--- src/rtl/key_debounce_if.sv ---
// Bundles the raw button input and the conditioned outputs of key_debounce.
// The master drives the raw key; the slave (the debouncer) drives the outputs.
interface key_debounce_if;
    logic i_key;
    logic o_level;
    logic o_press;
    logic o_release;
    logic o_long;

    modport master (
        output i_key,
        input  o_level,
        input  o_press,
        input  o_release,
        input  o_long
    );

    modport slave (
        input  i_key,
        output o_level,
        output o_press,
        output o_release,
        output o_long
    );
endinterface

--- src/rtl/key_debounce.sv ---
// Turns a bouncing active-low push-button into a clean debounced level plus
// one-cycle press, release and long-press pulses.
module key_debounce #(
    parameter int DEBOUNCE_CYCLES = 500000,
    parameter int LONG_CYCLES     = 50000000,
    parameter int CNT_W           = 32
) (
    input  logic           i_clk,
    input  logic           i_rst_n,
    key_debounce_if.slave  bus
);

    typedef enum logic [1:0] {
        S_UP,
        S_DOWN,
        S_LONG
    } state_t;

    localparam logic [CNT_W-1:0] D_LAST = CNT_W'(DEBOUNCE_CYCLES - 1);
    localparam logic [CNT_W-1:0] L_LAST = CNT_W'(LONG_CYCLES - 1);

    state_t           state;
    state_t           state_next;
    logic             sync1;
    logic             sync2;
    logic             raw_p;
    logic             toggle;
    logic [CNT_W-1:0] dcnt;
    logic [CNT_W-1:0] hcnt;
    logic [CNT_W-1:0] hcnt_next;
    logic             level_q;
    logic             press_q;
    logic             release_q;
    logic             long_q;
    logic             press_next;
    logic             release_next;
    logic             long_next;

    // Synchroniser idles at 1 so a reset never looks like a press.
    always_ff @(posedge i_clk or negedge i_rst_n) begin
        if (!i_rst_n) begin
            sync1 <= 1'b1;
            sync2 <= 1'b1;
        end else begin
            sync1 <= bus.i_key;
            sync2 <= sync1;
        end
    end

    assign raw_p  = ~sync2;
    assign toggle = (raw_p != level_q) && (dcnt == D_LAST);

    always_ff @(posedge i_clk or negedge i_rst_n) begin
        if (!i_rst_n) begin
            dcnt <= '0;
        end else if ((raw_p == level_q) || (dcnt == D_LAST)) begin
            dcnt <= '0;
        end else begin
            dcnt <= dcnt + 1'b1;
        end
    end

    always_ff @(posedge i_clk or negedge i_rst_n) begin
        if (!i_rst_n) begin
            state     <= S_UP;
            hcnt      <= '0;
            level_q   <= 1'b0;
            press_q   <= 1'b0;
            release_q <= 1'b0;
            long_q    <= 1'b0;
        end else begin
            state     <= state_next;
            hcnt      <= hcnt_next;
            level_q   <= (state_next != S_UP);
            press_q   <= press_next;
            release_q <= release_next;
            long_q    <= long_next;
        end
    end

    // A release on the same cycle the hold count expires takes priority over the long pulse.
    always_comb begin
        state_next   = state;
        hcnt_next    = hcnt;
        press_next   = 1'b0;
        release_next = 1'b0;
        long_next    = 1'b0;
        case (state)
            S_UP: begin
                if (toggle) begin
                    state_next = S_DOWN;
                    press_next = 1'b1;
                    hcnt_next  = '0;
                end
            end
            S_DOWN: begin
                if (toggle) begin
                    state_next   = S_UP;
                    release_next = 1'b1;
                end else if (hcnt == L_LAST) begin
                    state_next = S_LONG;
                    long_next  = 1'b1;
                end else begin
                    hcnt_next = hcnt + 1'b1;
                end
            end
            S_LONG: begin
                if (toggle) begin
                    state_next   = S_UP;
                    release_next = 1'b1;
                end
            end
            default: begin
                state_next = S_UP;
            end
        endcase
    end

    assign bus.o_level   = level_q;
    assign bus.o_press   = press_q;
    assign bus.o_release = release_q;
    assign bus.o_long    = long_q;

endmodule

--- src/flat_wrapper.sv ---
// flat-port wrapper written by rule: the top's interface ports become plain ports
module key_debounce_flat 
#(
    parameter int DEBOUNCE_CYCLES = 500000,
    parameter int LONG_CYCLES     = 50000000,
    parameter int CNT_W           = 32
)
  (i_clk, i_rst_n, bus_i_key, bus_o_level, bus_o_press, bus_o_release, bus_o_long);
  key_debounce_if bus_i ();
  input  logic i_clk;
  input  logic i_rst_n;
  input wire logic [$bits(bus_i.i_key)-1:0] bus_i_key;
  output wire logic [$bits(bus_i.o_level)-1:0] bus_o_level;
  output wire logic [$bits(bus_i.o_press)-1:0] bus_o_press;
  output wire logic [$bits(bus_i.o_release)-1:0] bus_o_release;
  output wire logic [$bits(bus_i.o_long)-1:0] bus_o_long;
  assign bus_i.i_key = bus_i_key;
  assign bus_o_level = bus_i.o_level;
  assign bus_o_press = bus_i.o_press;
  assign bus_o_release = bus_i.o_release;
  assign bus_o_long = bus_i.o_long;
  key_debounce #(.DEBOUNCE_CYCLES(DEBOUNCE_CYCLES), .LONG_CYCLES(LONG_CYCLES), .CNT_W(CNT_W)) u_core (.i_clk(i_clk), .i_rst_n(i_rst_n), .bus(bus_i));
endmodule
--- config.mk ---
export PLATFORM = sky130hd
export DESIGN_NAME = key_debounce_flat
export DESIGN_NICKNAME = d
export VERILOG_FILES = /design/src/rtl/key_debounce_if.sv /design/src/rtl/key_debounce.sv /design/src/flat_wrapper.sv
export SDC_FILE = /design/constraint.sdc
export NUM_CORES = 1
export LEC_CHECK = 0
export ABC_AREA = 1
export BUFFER_PORTS_ARGS = -buffer_cell sky130_fd_sc_hd__clkbuf_2
export CAP_MARGIN = 0
export CELL_PAD_IN_SITES_DETAIL_PLACEMENT = 0
export CELL_PAD_IN_SITES_GLOBAL_PLACEMENT = 1
export CORE_AREA = 8 8 120 122
export DETAILED_ROUTE_END_ITERATION = 6
export DIE_AREA = 0 0 128 130
export PLACE_DENSITY_LB_ADDON = 0.1
export SLEW_MARGIN = 15
export SYNTH_ARGS = -nofsm -noshare
export SYNTH_HDL_FRONTEND = slang
export SYNTH_SLANG_ARGS = --single-unit
export TNS_END_PERCENT = 50
--- constraint.sdc ---
create_clock -name i_clk -period 3 [get_ports i_clk]
set_clock_uncertainty 0.05 [all_clocks]
set_input_delay 0.3 -clock i_clk [delete_from_list [all_inputs] [get_ports i_clk]]
set_output_delay 0.3 -clock i_clk [all_outputs]
set_load 0.02 [all_outputs]
==> run summary <==
• complete, no violations — run status
• 5 — Pre-antenna DRT Iters
• 0 — antenna violation net count after detailed routing
• 100.0% — async set-or-reset flop fraction in the synthesized netlist
• 1335 — FILL cells
• 4.794 — average via count per standard cell
• 0 — number of DRC violations after detailed routing
• 128 um — die boundary width
• 37.16% — proportion of synthesized chip area in sequential cells
• 6.381 um^2 — Avg Cell Area, Syn
• built — clock tree from TritonCTS
• 0 — gr ovfl total
• 22.75 mm — global-route wire length before repair
• 39.12% — starting density of the core
• 0 — number of warnings reported in the yosys synthesis log
• 1001 ps — slew at the pin closest to its max-slew limit
• 73 — largest net degree at the start of global routing
• 12410 um^2 — placeable core area
• 76.84% — part of the cycle the worst path needs
• 41 — Row Count
• 17.75% — Total Routing Usage GR
• 4856 um^2 — Synth Cell Area
• 1804 um^2 — Storage cell area
• 1 — hold buffer count at CTS
• 10.30 mm — placed wire-length estimate after detailed placement
• 3190 ps — CP required
• in2async — type of the worst min-delay path
• 13.83 mm — Post-Route WL
• 59.75 ps — hold_ws
• 0 — number of antenna violations at the first check in global routing
• 770 — Syn Nets
• 0 — MaxCap Viol Count
• 0.1933 mV — Max VDD drop
• 5.814% — share of layout cells above drive strength 1
• 33 — Netlist cell types
• 9 — total clock buffers created by CTS
• 429.9 nW/um^2 — Cell Pwr Density
• 16640 um^2 — die area
• 6 — number of buffers inserted by port buffering
• 3 — number of H-tree levels
• 72 — clock sink total
• 5035 um^2 — placed cell area
• 2305 ps — minimum clock period after layout
• 72 — flip-flop and latch count after synthesis
• 778 — final layout net count
• 5400 um^2 — final design instance area without fill
• 33.25% — normalized max-slew margin
• 7 — total I/O pin count
• reg2reg — critical path class
• 11.21% — layout overhead on the synthesized area
• 2490 ps — endpoint arrival time on the critical path
• false — setup repair after global routing missed its margin
• 32 — CP max FO
• sky130_fd_sc_hd__clkbuf_16 — root cell of the clock tree
• 2656 um^2 — area of combinational cells with multiple inputs
• 0 — setup violators final
• 0 — post-cts sizing count
• 0 ps — final total negative setup slack
• 0.4338 GHz — maximum frequency from static timing analysis
• 0.8417 — GP Congestion
• 307 — initial detailed-routing violation count
• 350 ps — worst-skew pair later-pin latency
• flop — category of the worst setup path capture point
• 130 um — chip height
• 2 — clock tree buffer depth
• flop — kind of launch point of the worst setup path
• 60 ps — CTS clock-pin slew for the worst setup and hold paths
• 0 — number of enable-type register cells in the synthesized netlist
• 0 — number of post-CTS setup repair buffers
• 0 — Antenna Cells
• 0.002381 uW — leakage power summed over all cells
• 4535 — count of vias placed by the detailed router
• sky130_fd_sc_hd__dfrtp_1 — flip-flop cell with the highest count after synthesis
• 0 — final hold violation count
• 0 — final slew viol count
• 14.61 um — detailed-route wire length per cell
• 4433 — vias in the first global route
• 761 — Synth Instances
[cells in the final DEF (no fill, tap or decap), drive strengths merged, types with 8 or more instances in the layout]
cell / Yosys / layout
nand3: 70 / 70
xnor2: 8 / 8
inv: 82 / 82
nand2: 268 / 268
dfrtp: 70 / 70
nor3: 20 / 20
nor2: 168 / 168
xor2: 12 / 12
clkbuf: 3 / 16
o21ai: 10 / 10
nand4: 11 / 11
a21oi: 10 / 10
[metal layers]
metal	global-route usage [%]	routed length (um)	vias to the layer above	part of all wire (%)
li1	-	-	2382	-
met1	19.63	5906	2075	43
met2	33.01	7159	55	52
met3	2.366	342	23	2.5
met4	8.531	417	0	3.0
met5	0	0	-	0
[sequential cells by signal, summed over array words and instances (netlist names)]
register,count
u_core.bus.o_level,1
u_core.bus.o_long,1
u_core.bus.o_press,1
u_core.bus.o_release,1
u_core.dcnt,32
u_core.hcnt,32
u_core.state,2
u_core.sync1,1
u_core.sync2,1
[path summary, 6_finish.rpt]
check | startpoint | to | slack, ps | cells after the start
worst max-delay path | u_core.state[1]$_DFF_PN0_ | u_core.hcnt[15]$_DFFE_PN0P_ | 690 | 9
worst min-delay path | i_rst_n | u_core.hcnt[19]$_DFFE_PN0P_ | 60 | 1
worst max register to register | u_core.state[1]$_DFF_PN0_ | u_core.hcnt[15]$_DFFE_PN0P_ | 690 | 9
worst min register to register | u_core.sync1$_DFF_PN1_ | u_core.sync2$_DFF_PN1_ | 310 | 0
max in group asynchronous | i_rst_n | u_core.dcnt[24]$_DFF_PN0_ | 2180 | 1
min in group i_clk | u_core.sync1$_DFF_PN1_ | u_core.sync2$_DFF_PN1_ | 310 | 0
[where the power goes]
part / leakage (uW) / switching, uW / internal (uW)
sequential: 0.000997 / 3.17 / 977
combinational: 0.00121 / 33.8 / 7.19
clock: 0.000172 / 444 / 857
total: 0.00238 / 481 / 1840
[worst max-delay path, cell delays in order, from the launching register on]
cell                      delay, ps
sky130_fd_sc_hd__dfrtp_1        400
sky130_fd_sc_hd__inv_1          110
sky130_fd_sc_hd__ha_1           310
sky130_fd_sc_hd__inv_1          320
sky130_fd_sc_hd__nand2_1        160
sky130_fd_sc_hd__nand2_1         70
sky130_fd_sc_hd__inv_2          260
sky130_fd_sc_hd__nand2_4        290
sky130_fd_sc_hd__nand2_1        130
sky130_fd_sc_hd__nand2_1         60
[cells in the mapped netlist (4+ instances only)]
library cell / n / area [um^2]
sky130_fd_sc_hd__nand4_1: 11 / 68.82
sky130_fd_sc_hd__nor3_1: 18 / 90.09
sky130_fd_sc_hd__xnor2_1: 8 / 70.07
sky130_fd_sc_hd__dfrtp_1: 70 / 1752
sky130_fd_sc_hd__buf_2: 4 / 20.02
sky130_fd_sc_hd__ha_1: 6 / 75.07
sky130_fd_sc_hd__o21ai_0: 9 / 45.04
sky130_fd_sc_hd__nand2_1: 263 / 987.2
sky130_fd_sc_hd__nor3b_1: 5 / 37.54
sky130_fd_sc_hd__inv_1: 79 / 296.5
sky130_fd_sc_hd__xor2_1: 12 / 105.1
sky130_fd_sc_hd__a21oi_1: 10 / 50.05
sky130_fd_sc_hd__nand3_1: 69 / 345.3
sky130_fd_sc_hd__buf_6: 4 / 45.04
sky130_fd_sc_hd__nor2_1: 163 / 611.8
[layout make-up]
cell class / count / area share, %
Multi-Input combinational cell: 594 / 49.19
Sequential cell: 72 / 33.41
Inverter: 83 / 5.769
Clock buffer: 11 / 4.680
Tap cell: 172 / 3.985
Clock inverter: 5 / 1.900
Timing Repair Buffer: 9 / 1.066
[per-stage QoR]
step / instances / power (uW) / utilization, % / setup slack, ps
floorplan: 761 / 1011 / - / 1260
global placement: 929 / 1039 / 40.56 / 700.8
detailed placement: 929 / 1040 / 40.56 / 662.4
CTS: 946 / 2348 / 43.50 / 656.4
global route: 946 / 2390 / 43.50 / 458.4
finish: 946 / 2322 / 43.50 / 694.8
[logic make-up after synthesis]
logic type / Yosys count / synth area share (%)
AOI/OAI and AO/OA: 23 / 2.628
adders and majority gates: 6 / 1.546
xor gates and xnor gates: 20 / 3.607
and+or+nand+nor: 545 / 46.92
buffers and inverters: 95 / 8.142
DFF: 72 / 37.16
(Power assumes the default switching activity.)
